### src/rtl/multicycle_ctrl_if.sv
// Memory-side bus bundle for multicycle_ctrl.
//   imem_req/imem_addr   : fetch request and address (controller -> imem)
//   imem_gnt             : fetch request accepted (imem -> controller)
//   imem_rvalid/rdata    : fetched instruction return (imem -> controller)
//   dmem_req/dmem_we     : load/store request, 1 = store (controller -> LSU)
//   dmem_done            : load/store completed (LSU -> controller)
interface multicycle_ctrl_if;
    logic        imem_req;
    logic [31:0] imem_addr;
    logic        imem_gnt;
    logic        imem_rvalid;
    logic [31:0] imem_rdata;
    logic        dmem_req;
    logic        dmem_we;
    logic        dmem_done;

    modport master (
        output imem_req, imem_addr, dmem_req, dmem_we,
        input  imem_gnt, imem_rvalid, imem_rdata, dmem_done
    );

    modport slave (
        input  imem_req, imem_addr, dmem_req, dmem_we,
        output imem_gnt, imem_rvalid, imem_rdata, dmem_done
    );
endinterface

### src/rtl/multicycle_ctrl.sv
// Sequencing FSM for the multi-cycle RV32 core: fetches over req/gnt/rvalid,
// holds the instruction register, steps EXEC / optional MEM / WB, owns the PC
// and the sticky halt/trap status.
// Ports:
//   clk, rst_n  : core clock, asynchronous active-low reset
//   bus         : imem fetch and dmem load/store handshakes (master side)
//   inst        : instruction register, feeds the decoder
//   opcode      : decoded opcode of inst (combinational from decoder)
//   pc          : current instruction address (also drives imem_addr)
//   next_pc     : branch/jump/sequential target, sampled in EXEC
//   ex_en       : one-cycle execute strobe
//   rf_we       : one-cycle register-file write strobe
//   halt, trap  : sticky stop status; trap marks an error stop
//
// state  | meaning
// FETCH  | imem_req high until imem_gnt
// FWAIT  | waiting for imem_rvalid, bounded by TIMEOUT
// DECODE | decoder settles on inst; illegal/ebreak stop here
// EXEC   | ex_en pulse, next_pc captured
// MEM    | dmem_req high until dmem_done, bounded by TIMEOUT
// WB     | rf_we pulse (not for store/branch), pc <= captured next_pc
// HALT   | terminal; only reset leaves
module multicycle_ctrl #(
    parameter logic [31:0] RESET_PC = 32'h8000_0000,
    parameter int          TIMEOUT  = 255
) (
    input  logic                      clk,
    input  logic                      rst_n,
    multicycle_ctrl_if.master         bus,
    output logic [31:0]               inst,
    input  logic [6:0]                opcode,
    output logic [31:0]               pc,
    input  logic [31:0]               next_pc,
    output logic                      ex_en,
    output logic                      rf_we,
    output logic                      halt,
    output logic                      trap
);

    localparam logic [6:0] OP_OP     = 7'b0110011;
    localparam logic [6:0] OP_IMM    = 7'b0010011;
    localparam logic [6:0] OP_LOAD   = 7'b0000011;
    localparam logic [6:0] OP_STORE  = 7'b0100011;
    localparam logic [6:0] OP_BRANCH = 7'b1100011;
    localparam logic [6:0] OP_JAL    = 7'b1101111;
    localparam logic [6:0] OP_JALR   = 7'b1100111;
    localparam logic [6:0] OP_LUI    = 7'b0110111;
    localparam logic [6:0] OP_AUIPC  = 7'b0010111;
    localparam logic [6:0] OP_SYSTEM = 7'b1110011;

    // Wait timers count down from TIMEOUT-1; reaching zero without a response
    // on the TIMEOUT-th wait cycle is the bus-error condition.
    localparam logic [7:0] TMO_LOAD = 8'(TIMEOUT - 1);

    typedef enum logic [2:0] {
        FETCH, FWAIT, DECODE, EXEC, MEM, WB, HALT
    } state_t;

    state_t      state;
    logic [7:0]  timer;
    logic [31:0] npc_q;
    logic        imem_req_q;
    logic        dmem_req_q;
    logic        dmem_we_q;

    function automatic logic is_legal(input logic [6:0] op);
        case (op)
            OP_OP, OP_IMM, OP_LOAD, OP_STORE, OP_BRANCH,
            OP_JAL, OP_JALR, OP_LUI, OP_AUIPC, OP_SYSTEM: return 1'b1;
            default:                                      return 1'b0;
        endcase
    endfunction

    always_ff @(posedge clk or negedge rst_n) begin
        if (!rst_n) begin
            state      <= FETCH;
            pc         <= RESET_PC;
            inst       <= '0;
            timer      <= '0;
            npc_q      <= '0;
            imem_req_q <= 1'b0;
            dmem_req_q <= 1'b0;
            dmem_we_q  <= 1'b0;
            ex_en      <= 1'b0;
            rf_we      <= 1'b0;
            halt       <= 1'b0;
            trap       <= 1'b0;
        end else begin
            ex_en <= 1'b0;
            rf_we <= 1'b0;
            case (state)
                FETCH: begin
                    // Reset leaves imem_req low, so the first fetch after reset
                    // spends one cycle raising it; WB raises it for later fetches.
                    if (!imem_req_q) begin
                        imem_req_q <= 1'b1;
                    end else if (bus.imem_gnt) begin
                        imem_req_q <= 1'b0;
                        timer      <= TMO_LOAD;
                        if (bus.imem_rvalid) begin
                            inst  <= bus.imem_rdata;
                            state <= DECODE;
                        end else begin
                            state <= FWAIT;
                        end
                    end
                end
                FWAIT: begin
                    if (bus.imem_rvalid) begin
                        inst  <= bus.imem_rdata;
                        state <= DECODE;
                    end else if (timer == 8'd0) begin
                        state <= HALT;
                        halt  <= 1'b1;
                        trap  <= 1'b1;
                    end else begin
                        timer <= timer - 8'd1;
                    end
                end
                DECODE: begin
                    if (!is_legal(opcode)) begin
                        state <= HALT;
                        halt  <= 1'b1;
                        trap  <= 1'b1;
                    end else if (opcode == OP_SYSTEM) begin
                        state <= HALT;
                        halt  <= 1'b1;
                    end else begin
                        state <= EXEC;
                        ex_en <= 1'b1;
                    end
                end
                EXEC: begin
                    npc_q <= next_pc;
                    if (opcode == OP_LOAD || opcode == OP_STORE) begin
                        state      <= MEM;
                        timer      <= TMO_LOAD;
                        dmem_req_q <= 1'b1;
                        dmem_we_q  <= (opcode == OP_STORE);
                    end else begin
                        state <= WB;
                        rf_we <= (opcode != OP_BRANCH);
                    end
                end
                MEM: begin
                    if (bus.dmem_done) begin
                        state      <= WB;
                        dmem_req_q <= 1'b0;
                        dmem_we_q  <= 1'b0;
                        rf_we      <= (opcode != OP_STORE);
                    end else if (timer == 8'd0) begin
                        state      <= HALT;
                        dmem_req_q <= 1'b0;
                        dmem_we_q  <= 1'b0;
                        halt       <= 1'b1;
                        trap       <= 1'b1;
                    end else begin
                        timer <= timer - 8'd1;
                    end
                end
                WB: begin
                    pc         <= npc_q;
                    state      <= FETCH;
                    imem_req_q <= 1'b1;
                end
                HALT: begin
                    state <= HALT;
                end
                default: begin
                    state <= HALT;
                    halt  <= 1'b1;
                    trap  <= 1'b1;
                end
            endcase
        end
    end

    assign bus.imem_req  = imem_req_q;
    assign bus.imem_addr = pc;
    assign bus.dmem_req  = dmem_req_q;
    assign bus.dmem_we   = dmem_we_q;

endmodule

### src/flat_wrapper.sv
// flat-port wrapper written by rule: the top's interface ports become plain ports
module multicycle_ctrl_flat 
#(
    parameter logic [31:0] RESET_PC = 32'h8000_0000,
    parameter int          TIMEOUT  = 255
)
  (clk, rst_n, inst, opcode, pc, next_pc, ex_en, rf_we, halt, trap, bus_imem_req, bus_imem_addr, bus_dmem_req, bus_dmem_we, bus_imem_gnt, bus_imem_rvalid, bus_imem_rdata, bus_dmem_done);
  multicycle_ctrl_if bus_i ();
  input  logic clk;
  input  logic rst_n;
  output logic [31:0] inst;
  input  logic [6:0] opcode;
  output logic [31:0] pc;
  input  logic [31:0] next_pc;
  output logic ex_en;
  output logic rf_we;
  output logic halt;
  output logic trap;
  output wire logic [$bits(bus_i.imem_req)-1:0] bus_imem_req;
  output wire logic [$bits(bus_i.imem_addr)-1:0] bus_imem_addr;
  output wire logic [$bits(bus_i.dmem_req)-1:0] bus_dmem_req;
  output wire logic [$bits(bus_i.dmem_we)-1:0] bus_dmem_we;
  input wire logic [$bits(bus_i.imem_gnt)-1:0] bus_imem_gnt;
  input wire logic [$bits(bus_i.imem_rvalid)-1:0] bus_imem_rvalid;
  input wire logic [$bits(bus_i.imem_rdata)-1:0] bus_imem_rdata;
  input wire logic [$bits(bus_i.dmem_done)-1:0] bus_dmem_done;
  assign bus_imem_req = bus_i.imem_req;
  assign bus_imem_addr = bus_i.imem_addr;
  assign bus_dmem_req = bus_i.dmem_req;
  assign bus_dmem_we = bus_i.dmem_we;
  assign bus_i.imem_gnt = bus_imem_gnt;
  assign bus_i.imem_rvalid = bus_imem_rvalid;
  assign bus_i.imem_rdata = bus_imem_rdata;
  assign bus_i.dmem_done = bus_dmem_done;
  multicycle_ctrl #(.RESET_PC(RESET_PC), .TIMEOUT(TIMEOUT)) u_core (.clk(clk), .rst_n(rst_n), .bus(bus_i), .inst(inst), .opcode(opcode), .pc(pc), .next_pc(next_pc), .ex_en(ex_en), .rf_we(rf_we), .halt(halt), .trap(trap));
endmodule
### config.mk
export PLATFORM = sky130hd
export DESIGN_NAME = multicycle_ctrl_flat
export DESIGN_NICKNAME = d
export VERILOG_FILES = /design/src/rtl/multicycle_ctrl_if.sv /design/src/rtl/multicycle_ctrl.sv /design/src/flat_wrapper.sv
export SDC_FILE = /design/constraint.sdc
export NUM_CORES = 1
export LEC_CHECK = 0
export CAP_MARGIN = 40
export CELL_PAD_IN_SITES_DETAIL_PLACEMENT = 0
export CELL_PAD_IN_SITES_GLOBAL_PLACEMENT = 2
export CORE_UTILIZATION = 31
export DETAILED_ROUTE_END_ITERATION = 10
export GPL_ROUTABILITY_DRIVEN = 0
export PLACE_DENSITY = 0.89
export SYNTH_ARGS = -nofsm -noshare
export SYNTH_HDL_FRONTEND = slang
export SYNTH_SLANG_ARGS = --single-unit
export TNS_END_PERCENT = 50
### constraint.sdc
create_clock -name clk -period 3.3 [get_ports clk]
set_clock_uncertainty 0.2 [all_clocks]
set_input_delay 0.495 -clock clk [delete_from_list [all_inputs] [get_ports clk]]
set_output_delay 0.495 -clock clk [all_outputs]
set_load 0.02 [all_outputs]
# [After elaboration in Yosys (flattened, before gate mapping)]
# Cells that the tools add are included.
[classes] shifts=0 div_mod_pow=0 addsub=1 eq_ne=26 n_bitwise=1 n_mux=49 n_reduce_logical=15 n_lt_le_gt_ge=0 multipliers=0
[ops] op="$mux 32" n=3
[ops] op="$pmux 32 s2" n=1
[ops] op="$mux 8" n=6
[ops] op="$pmux 8 s4" n=1
[ops] op="$eq 7x7->1 const B" n=4
[ops] op="$mux 1" n=23
[ops] op="$eq 7x6->1 const B" n=3
[ops] op="$mux 3" n=7
[ops] op="$pmux 3 s6" n=1
[ops] op="$eq 7x5->1 const B" n=2
[ops] op="$reduce_or 10->1" n=1
[ops] op="$eq 3x3->1 const B" n=3
[ops] op="$logic_not 8->1" n=1
[ops] op="$ne 2x2->1 const B" n=4
[ops] op="$pmux 1 s2" n=4
[ops] op="$pmux 1 s4" n=2
[ops] op="$reduce_and 4->1" n=2
[ops] op="$sub 8x1->8 const B" n=1
[ops] op="$eq 7x2->1 const B" n=1
[ops] op="$ne 7x6->1 const B" n=1
[ops] op="$ne 7x7->1 const B" n=1
[ops] op="$eq 3x2->1 const B" n=2
[ops] op="$reduce_and 3->1" n=2
[ops] op="$reduce_and 6->1" n=1
[ops] op="12 further kinds" n=15
[word_totals] latch_bits=0 output_inout_bits=103 ramBits=0 in_bits=76 regBits=114 mem_bits_ro=0 mem_count=0

# [Logic depth before layout (Yosys ltp)]
# Gate-level depths: netlist (run 1).
[depth] word_depth=6 mapped_depth=7 depth_no_buf=6

# [Worst setup path after synthesis (run 1)]
# No wires, ideal clock.
[synth_path] path_type="input to register" from="in opcode[3]" to="reg u_core.timer[0]" arrival_time_ns=1.557 n_path_buf=0 setup_time_ns=0.125 t_required_ns=2.975 slack_ns=1.418 path_stages=4 path_cell_list="nor4_1 -> nor3b_4 -> o32ai_1 -> mux2_2"
[synth_via] elab_chain_cells=4 word_cells_on_any_way=5 classes_between="3 x eq/ne; 2 x reduce/logical"
[synth_rtl] item="start, declared" line_no="flat_wrapper.sv:12" rtl="input logic [6:0] opcode;"
[synth_rtl] item="$eq 7x2->1 / $eq 7x6->1 (equally long branches)" line_no="multicycle_ctrl.sv:135" rtl="if (opcode == OP_LOAD || opcode == OP_STORE) begin"
[synth_rtl] item="$logic_or 1x1->1 (*)" line_no="multicycle_ctrl.sv:135"
[synth_rtl] item="$ne 2x1->1 (no line) (*)"
[synth_rtl] item="$reduce_and 6->1 (no line) (*)"
[synth_rtl] item="end signal, assigned" line_no="multicycle_ctrl.sv:117" rtl="timer <= timer - 8'd1;"
[synth_rtl] item="end signal, assigned" line_no="multicycle_ctrl.sv:158" rtl="timer <= timer - 8'd1;"
[synth_rtl] item="end, declared" line_no="multicycle_ctrl.sv:60" rtl="logic [7:0] timer;"
# Every way passes the cells marked *; elsewhere a longest branch is shown, timed or not.
# A chain may end at the register's enable or synchronous reset.

# [Worst setup path in the final report (run 1)]
[layout_path] from="reg u_core.pc[31] (netlist: u_core.bus.imem_addr[31])" to="out pc[31]"
[layout_lines] item="start, declared" line_no="multicycle_ctrl.sv:32" rtl="output logic [31:0] pc,"
[layout_lines] item="start signal, assigned" line_no="multicycle_ctrl.sv:162" rtl="pc <= npc_q;"
[layout_lines] item="end, declared" line_no="flat_wrapper.sv:13" rtl="output logic [31:0] pc;"
# No word-level cell between the ends.

==> results.yml, run 1 <==
status:
  status: "finished, final reports clean"
worst_setup_path:
  critPathArrivalTime_ns: 1.60
  cp.required_ns: 2.60
  crit_family: "buffers and inverters"
  crit_chain: "clkdlybuf4s50_1"
  cp_max_fo: 3
  timing.critical_path.from_type: "flop"
  cpMaxStageDelayCell: "clkdlybuf4s50_1"
  critPathMaxStageDelay_ns: 0.66
  worst-path-buf-inv: 1
  end_kind: "primary output"
  critPathKind: "reg2out"
die:
  die_w_um: 128.7
  start_util_pct: 32.24
  floorplan.die.height_um: 128.7
  row_count: 45
  ioPinCount: 179
  die_area_mm2: 0.01655
  coreArea_mm2: 0.01543
global_route:
  grt_pass1_vias: 3563
  grt-ovfl-total: 0
  grt_max_degree: 68
  antenna_found_initial: 0
  grt_use_total_pct: 14.29
  grt_pass1_wl_um: 18040
layout:
  synthToLayoutAreaGrowth_pct: 47.12
  nNetsFinal: 588
  drive_above_1_share_pct: 26.87
  post-route-util_pct: 47.43
  final_area_mm2: 0.007317
  diodes: 0
timing:
  hold_violations: 0
  slew_viol_final: 0
  min_period_over_period_pct: 69.52
  rsz0062_at_grt: "false"
  tns_ns: 0
  worst_pin_slew_ns: 0.8284
  fmax_mhz: 435.9
  fin_crit_ns: 2.294
  slew_headroom_pct: 44.78
  setup_viol: 0
place:
  dpl-instance-area_mm2: 0.006738
  dp_hpwl_um: 8145
  io_buffers: 178
clock_network:
  cts_made_buffers: 17
  cts_sinks: 114
  path_clk_slew_ns: 0.05
  cts_resized: 0
  clock_latency_ns: 0.40
  ctsHoldBuffers: 1
  clockRootBuffer: "clkbuf_16"
  h-tree-depth: 4
  cts_setup_buffers: 0
  cts_tree: "yes"
  clock_path_buffers: 2
synth:
  avgSynthCellArea_um2: 14.05
  synthesis.instances: 354
  yosys.cell_types.count: 52
  ys_seq_elements: 114
  netlist_area_mm2: 0.004974
  synth.most_common_cell: "dfrtp_1"
  synthesis.nets: 431
  synthArstFlopShare_pct: 100.0
  yosys_most_used_dff: "dfrtp_1"
  synth_edf_count: 0
  post-synth-top-area-cell: "dfrtp_1"
  synth_top_area_share_pct: 56.86
  ys_seq_area_share_pct: 57.38
  synth_area_leaders: "dfrtp_1, mux2_2, buf_4"
  yosys_warnings: 0
  synth_top_cells_by_count: "dfrtp_1, mux2_2, buf_4"
pwr:
  powerDensity_mw_per_mm2: 1033
  switching_share_pct: 33.33
  max-vdd-ir-drop_mv: 0.4938
  p_leak_nw: 3.025
  p_sw_mw: 2.519
  p_seq_share_pct: 33.0
  p_total_mw: 7.559
  p_clk_share_pct: 23.3
  power_frac_comb_pct: 43.7
  intPower_mw: 5.039
drt:
  viasPerCell: 4.702
  drc: 0
  drt_iter0_drc: 144
  wire_per_inst_um: 15.28
  ant_nets: 0
  drt-total-wl_um: 11180
  first_pass_iters: 4
  vias: 3442
worst_hold_path:
  hold_class: "in2async"
flow_run:
  maxCapViolCount: 0
registers in the layout, indices dropped and copies added (netlist names), 3 cells and up:
register	count
u_core.bus.imem_addr	32
u_core.inst	32
u_core.npc_q	32
u_core.state	3
u_core.timer	8
power groups by stage:
| stage | clock (mW) | combinational (mW) | sequential, mW |
|---|---|---|---|
| floorplan | 0 | 1.62 | 2.91 |
| global placement | 0 | 3.29 | 2.47 |
| global route | 1.87 | 3.53 | 2.59 |
| detailed placement | 0 | 3.34 | 2.53 |
| finish | 1.76 | 3.31 | 2.49 |
| CTS | 1.80 | 3.35 | 2.51 |
through the flow:
stage	setup WS (ns)	instances	hold WS, ns
after detailed placement	0.6569	702	0.1002
after global placement	0.6993	702	0.09949
after floorplan	1.418	354	-0.0005910
final	1.006	732	0.2308
after CTS	0.9822	732	0.2158
after global routing	0.8824	732	0.2224
cells in the final DEF, fill, tap and decap left out, drive strengths merged, types with 2 or more instances in the layout:
cell,n
clkdlybuf4s50,177
dfrtp,113
mux2,97
clkbuf,24
buf,8
a22o,6
inv,5
nand2,5
nor2b,5
a21oi,5
o21ai,5
o31ai,5
nor4,5
nor2,5
nand3b,4
nand2b,4
nor3b,3
a22oi,2
or3,2
o41ai,2
nor3,2
a21o,2
mux2i,2
a211o,2
o21bai,2
bufinv,2
clkinv,2
or2,2
a2111oi,2
o32ai,2
cell type report:
| type | instances | area (um^2) |
|---|---|---|
| Clock buffer | 24 | 491.7 |
| Inverter | 5 | 18.77 |
| Tap cell | 211 | 264.0 |
| Timing Repair Buffer | 186 | 1842 |
| Fill cell | 1385 | 8110 |
| Clock inverter | 5 | 77.57 |
| Sequential cell | 114 | 2854 |
| Multi-Input combinational cell | 187 | 1769 |
path summary, 6_finish.rpt:
path	depth (start not counted)	slack [ns]	start	to
worst max-delay path	1	1.01	u_core.bus.imem_addr[31]$_DFFE_PN1P_	pc[31]
worst min-delay path	2	0.23	rst_n	u_core.bus.imem_addr[26]$_DFFE_PN0P_
worst max register to register	6	1.06	u_core.timer[0]$_DFFE_PN0P_	u_core.timer[3]$_DFFE_PN0P_
worst min register to register	1	0.27	u_core.trap$_DFFE_PN0P_	u_core.trap$_DFFE_PN0P_
max in group asynchronous	3	1.67	rst_n	u_core.inst[4]$_DFFE_PN0P_
min in group clk	1	0.27	u_core.trap$_DFFE_PN0P_	u_core.trap$_DFFE_PN0P_
cell families (layout without fill, tap and decap cells):
group                    after synthesis  in the layout  synth area share (%)
flip-flops                           114            114                 57.38
multiplexers                          99             99                 22.36
buffers and inverters                 53            220                 7.044
AO/OA/AOI/OAI                         45             45                 7.321
AND/OR/NAND/NOR                       41             41                 5.434
adder cells (fa/ha/maj)                2              2                0.4528
routing by layer:
layer	track usage [%]	up-vias	routed length [um]
met5	0	-	0
met4	6.090	0	170
met3	5.572	16	995
met2	22.61	147	5342
met1	17.35	1709	4672
li1	-	1570	-
Power figures use the tool's default switching activity.
==> inputs of run 2 (changes only) <==
--- a/config.mk
+++ b/config.mk
@@ -8,10 +8,10 @@
 export CAP_MARGIN = 40
 export CELL_PAD_IN_SITES_DETAIL_PLACEMENT = 0
 export CELL_PAD_IN_SITES_GLOBAL_PLACEMENT = 2
-export CORE_UTILIZATION = 31
+export CORE_UTILIZATION = 29
 export DETAILED_ROUTE_END_ITERATION = 10
 export GPL_ROUTABILITY_DRIVEN = 0
-export PLACE_DENSITY = 0.89
+export PLACE_DENSITY = 0.85
 export SYNTH_ARGS = -nofsm -noshare
 export SYNTH_HDL_FRONTEND = slang
 export SYNTH_SLANG_ARGS = --single-unit
==> constraint.sdc (replaced) <==
create_clock -name clk -period 2.3 [get_ports clk]
set_clock_uncertainty 0.2 [all_clocks]
set_input_delay 0.345 -clock clk [delete_from_list [all_inputs] [get_ports clk]]
set_output_delay 0.345 -clock clk [all_outputs]
set_load 0.02 [all_outputs]
==> run 2 against run 1 <==
Net effect:
- die area is 6.8% higher
- first-iteration DRC count down 23%
- wire length shrank 0.50%
- clock power rose by 67%
- non-clock buffer count is 12 higher
- sequential power grew 43%
- core utilization down 1.9 points
==> results.yml, run 2 (synthesis gave the netlist of run 1 again) <==
layout:
  nNetsFinal: 600
  final_area_mm2: 0.007571
  post-route-util_pct: 45.49
  fillers: 1514
  mostFrequentLayoutCell: "clkdlybuf4s50_1"
  diodes: 0
  mostFrequentLayoutCells: "clkdlybuf4s50_1, dfrtp_1, mux2_2, clkbuf_16, buf_4"
  synthToLayoutAreaGrowth_pct: 52.23
  drive_above_1_share_pct: 29.29
flow_run:
  maxCapViolCount: 0
pwr:
  powerDensity_mw_per_mm2: 1495
  max-vdd-ir-drop_mv: 0.5745
  p_total_mw: 11.32
  p_leak_nw: 3.167
status:
  status: "finished, final reports clean"
worst_setup_path:
  reg2reg_from: "u_core.state[0]$_DFFE_PN0P_"
  cpMaxStageDelayCell: "clkdlybuf4s50_1"
  critPathMaxStageDelay_ns: 0.61
  cp_max_fo: 3
  reg2regPathDepth: 5
  critPathKind: "reg2out"
  crit_chain: "clkdlybuf4s50_1"
  timing.critical_path.from_type: "flop"
  cp.required_ns: 1.75
  worst-path-buf-inv: 1
  crit_family: "buffers and inverters"
  end_kind: "primary output"
  critPathArrivalTime_ns: 1.55
  r2r_end: "u_core.timer[2]$_DFFE_PN0P_"
  reg2reg_slack_ns: 0.23
worst_hold_path:
  hold-path-cell-count: 1
  hold_class: "reg2reg"
  hold_start: "u_core.trap$_DFFE_PN0P_"
  hold_end: "u_core.trap$_DFFE_PN0P_"
global_route:
  grt-ovfl-total: 0
  antenna_found_initial: 0
  grt_max_degree: 115
  grt_pass1_wl_um: 18150
  grt_pass1_vias: 3518
  grt_use_total_pct: 13.25
die:
  die_area_mm2: 0.01768
  coreArea_mm2: 0.01664
  die_w_um: 133.0
  row_count: 47
  start_util_pct: 29.88
  ioPinCount: 179
  floorplan.die.height_um: 133.0
clock_network:
  path_clk_slew_ns: 0.05
  clock_path_buffers: 2
  cts_made_buffers: 17
  ctsHoldBuffers: 1
  cts_sinks: 114
  cts_tree: "yes"
  h-tree-depth: 4
  clock_latency_ns: 0.40
  cts_setup_buffers: 0
  clockRootBuffer: "clkbuf_16"
  cts_resized: 0
drt:
  drt-total-wl_um: 11130
  drt_iter0_drc: 111
  viasPerCell: 4.589
  drc: 0
  ant_nets: 0
  vias: 3469
  wire_per_inst_um: 14.72
  first_pass_iters: 4
timing:
  min_period_over_period_pct: 91.14
  slew_viol_final: 0
  worst_pin_slew_ns: 0.6185
  slew_headroom_pct: 58.77
  setup_viol: 0
  fmax_mhz: 477.1
  fin_crit_ns: 2.096
  finalWorstSetupSlack_ns: 0.2038
  rsz0062_at_grt: "false"
  whs_ns: 0.2741
  hold_violations: 0
place:
  io_buffers: 178
  dp_hpwl_um: 7723
  dpl_worst_slack_ns: -0.02173
  dpl-instance-area_mm2: 0.006889
[run 2: changes by cell type in the layout (fill, tap and decap cells not counted), moves of 2 or more]
cell	previous run	this run
bufinv_16	2	5
buf_4	8	16
clkbuf_1	3	1
buf_12	0	4
[run 2: final cells by class]
cell class | instances | area, um^2 | share of cell area (%)
timing repair buffer | 198 | 1982 | 26.18
clock buffer | 23 | 498.0 | 6.577
tap | 220 | 275.3 | 3.636
sequential | 114 | 2854 | 37.70
clock inverter | 9 | 173.9 | 2.297
multi-input combinational | 187 | 1769 | 23.37
inverter | 5 | 18.77 | 0.2479
[run 2: worst max path at each step]
stage / start / to / slack, ns / depth (start not counted)
after floorplan: u_core.state[0]$_DFFE_PN0P_ / u_core.timer[2]$_DFFE_PN0P_ / 0.43 / 7
after global placement: opcode[3] / u_core.timer[6]$_DFFE_PN0P_ / -0.03 / 6
after detailed placement: opcode[3] / u_core.timer[6]$_DFFE_PN0P_ / -0.02 / 6
after CTS: u_core.bus.imem_addr[31]$_DFFE_PN1P_ / bus_imem_addr[31] / 0.17 / 1
after global routing: u_core.state[2]$_DFFE_PN0P_ / u_core.timer[2]$_DFFE_PN0P_ / 0.12 / 4
final: u_core.bus.imem_addr[31]$_DFFE_PN1P_ / bus_imem_addr[31] / 0.20 / 1
[run 2: power breakdown]
group          leakage (nW)  switching (mW)  internal [mW]
Clock                 0.333           0.873           2.06
Combinational          1.50            2.19           2.65
Sequential             1.33           0.588           2.96
Total                  3.17            3.65           7.67
[run 2: through the flow]
stage / setup TNS (ns) / instances
floorplan: 0 / 354
global placement: -0.1531 / 723
detailed placement: -0.04052 / 723
CTS: 0 / 756
global route: 0 / 756
finish: 0 / 756
[run 2: per-layer routing]
metal | GRT usage [%] | part of all wire [%] | up-vias
met5 | 0 | 0 | -
met1 | 16.70 | 44 | 1716
li1 | - | - | 1600
met2 | 20.30 | 48 | 145
met4 | 4.087 | 0.58 | 0
met3 | 5.862 | 7.8 | 8
==> inputs of run 3 (changes only) <==
--- a/config.mk
+++ b/config.mk
@@ -8,10 +8,12 @@
 export CAP_MARGIN = 40
 export CELL_PAD_IN_SITES_DETAIL_PLACEMENT = 0
 export CELL_PAD_IN_SITES_GLOBAL_PLACEMENT = 2
-export CORE_UTILIZATION = 29
+export CORE_UTILIZATION = 41
 export DETAILED_ROUTE_END_ITERATION = 10
+export DONT_BUFFER_PORTS = 1
 export GPL_ROUTABILITY_DRIVEN = 0
-export PLACE_DENSITY = 0.85
+export PLACE_DENSITY = 0.84
+export RECOVER_POWER = 25
 export SYNTH_ARGS = -nofsm -noshare
 export SYNTH_HDL_FRONTEND = slang
 export SYNTH_SLANG_ARGS = --single-unit
==> constraint.sdc (replaced) <==
create_clock -name clk -period 2.2 [get_ports clk]
set_clock_uncertainty 0.2 [all_clocks]
set_input_delay 0.33 -clock clk [delete_from_list [all_inputs] [get_ports clk]]
set_output_delay 0.33 -clock clk [all_outputs]
set_load 0.02 [all_outputs]
==> run 3 against run 2 <==
Net effect:
- the run now ends with DRC, hold timing left
- total power is 13% lower
- core utilization rose by 8.5 points
- final cell count is 26% lower
- setup slack lost 0.085 ns
- largest power group is now sequential cells
==> results.yml, run 3 (synthesis gave the netlist of run 1 again) <==
drt:
  ant_nets: 0
  drc: 17
  drt_iter0_drc: 175
  vias: 3036
  drt-total-wl_um: 10090
  first_pass_iters: 7
  wire_per_inst_um: 18.02
  viasPerCell: 5.421
clock_network:
  cts_sinks: 114
  clock_latency_ns: 0.41
  clock_path_buffers: 2
  cts_made_buffers: 17
  h-tree-depth: 4
  cts_tree: "yes"
  path_clk_slew_ns: 0.05
  ctsHoldBuffers: 71
  clockRootBuffer: "clkbuf_16"
pwr:
  powerDensity_mw_per_mm2: 1565
  max-vdd-ir-drop_mv: 0.9625
  p_total_mw: 9.802
  p_leak_nw: 2.687
  p_sw_mw: 3.542
  intPower_mw: 6.260
  p_clk_share_pct: 29.2
  p_seq_share_pct: 50.8
  power_frac_comb_pct: 19.9
  switching_share_pct: 36.14
global_route:
  grt_max_degree: 115
  grt_pass1_vias: 3249
  grt_pass1_wl_um: 16490
  grt_use_total_pct: 17.22
  antenna_found_initial: 0
  grt-ovfl-total: 0
timing:
  slew_viol_final: 0
  worst_pin_slew_ns: 0.5545
  whs_ns: -0.5829
  fin_crit_ns: 2.081
  min_period_over_period_pct: 94.60
  rsz0062_at_grt: "false"
  hold_violations: 114
  slew_headroom_pct: 62.08
  tns_ns: 0
  finalWorstSetupSlack_ns: 0.1189
  setup_viol: 0
  fmax_mhz: 480.5
layout:
  fillers: 936
  drive_above_1_share_pct: 34.53
  mostFrequentLayoutCells: "dfrtp_1, mux2_2, dlygate4sd3_1, clkbuf_16"
  nNetsFinal: 481
  multi_input_area_mm2: 0.001769
  regArea_mm2: 0.002854
  synthToLayoutAreaGrowth_pct: 25.96
  post-route-util_pct: 53.94
  mostFrequentLayoutCell: "dfrtp_1"
  final_area_mm2: 0.006265
  diodes: 0
worst_setup_path:
  end_kind: "flop"
  cp.required_ns: 2.29
  timing.critical_path.from_type: "flop"
  critPathKind: "reg2reg"
  cpMaxStageDelayCell: "or3_1"
  critPathArrivalTime_ns: 2.17
  worst-path-buf-inv: 0
  crit_family: "simple AND/OR/NAND/NOR gates"
  critPathMaxStageDelay_ns: 0.49
  cp_max_fo: 10
  crit_chain: "nand2b_1 > o32ai_4 > or3_1 > a22o_1"
die:
  row_count: 39
  ioPinCount: 179
  coreArea_mm2: 0.01161
  start_util_pct: 42.82
  floorplan.die.height_um: 112.1
  die_w_um: 112.1
  die_area_mm2: 0.01258
place:
  io_buffers: 0
  dpl_worst_slack_ns: 0.1208
  dpl-instance-area_mm2: 0.004918
  dp_hpwl_um: 6284
status:
  violations: "DRC, hold timing"
  status: "complete, but fails checks"
worst_hold_path:
  hold_class: "in2async"
flow_run:
  maxCapViolCount: 0
## run 3: cell count changes in the layout (fill, tap and decap cells not counted), sizes merged
cell	before	now
bufinv	5	3
dlygate4sd3	1	71
clkbuf	23	25
clkdlybuf4s50	177	0
clkinvlp	0	1
clkinv	4	3
buf	20	8
## run 3: through the flow
step,hold WS [ns],std cells
6_report,-0.5829,560
5_1_grt,-0.6116,560
4_1_cts,-0.6071,560
3_5_place_dp,-0.1635,457
3_3_place_gp,-0.1636,457
2_1_floorplan,-0.1656,354
## run 3: worst register-to-register path, cell delays in order, from the launching register on
cell	delay (ns)
dfrtp_1	0.48
nand2b_1	0.33
o32ai_4	0.21
or3_1	0.50
a22o_1	0.25
## run 3: final timing paths
path                                               from                              endpoint  slack, ns  cells past startpoint
max                         u_core.state[2]$_DFFE_PN0P_           u_core.timer[3]$_DFFE_PN0P_       0.12                      4
min                                               rst_n  u_core.bus.imem_addr[12]$_DFFE_PN0P_      -0.58                      0
max reg2reg                 u_core.state[2]$_DFFE_PN0P_           u_core.timer[3]$_DFFE_PN0P_       0.12                      4
min reg2reg                u_core.npc_q[31]$_DFFE_PN0P_          u_core.npc_q[31]$_DFFE_PN0P_       0.30                      1
max in group asynchronous                         rst_n           u_core.state[0]$_DFFE_PN0P_       2.19                      0
min in group clk                           bus_imem_gnt       u_core.bus.imem_req$_DFFE_PN0P_       0.02                      2
## run 3: power by group through the flow
stage,clock network [mW],registers [mW],logic [mW]
after global placement,0,4.96,1.76
after floorplan,0,4.36,2.43
after CTS,2.93,4.99,1.97
after global routing,3.02,5.14,2.15
final,2.87,4.98,1.95
after detailed placement,0,5.01,1.87
## run 3: area by class of cell
cell class	instances	share of cell area [%]
tap	143	2.856
timing repair buffer	79	12.90
clock buffer	25	8.228
multi-input combinational	187	28.24
inverter	5	0.2996
sequential	114	45.56
clock inverter	7	1.917
## run 3: routing by layer
metal / wire (um) / part of all wire, % / GRT usage, % / vias to the layer above
li1: - / - / - / 1350
met4: 169 / 1.7 / 8.267 / 0
met2: 5107 / 51 / 28.70 / 156
met5: 0 / 0 / 0 / -
met1: 3835 / 38 / 18.44 / 1515
met3: 979 / 9.7 / 8.207 / 15
## run 3: repair_timing
action	in CTS	in global routing
endpoints found under the hold margin	186	114
resized for setup	0	0
buffers inserted	0	0
setup endpoints to repair	0	0
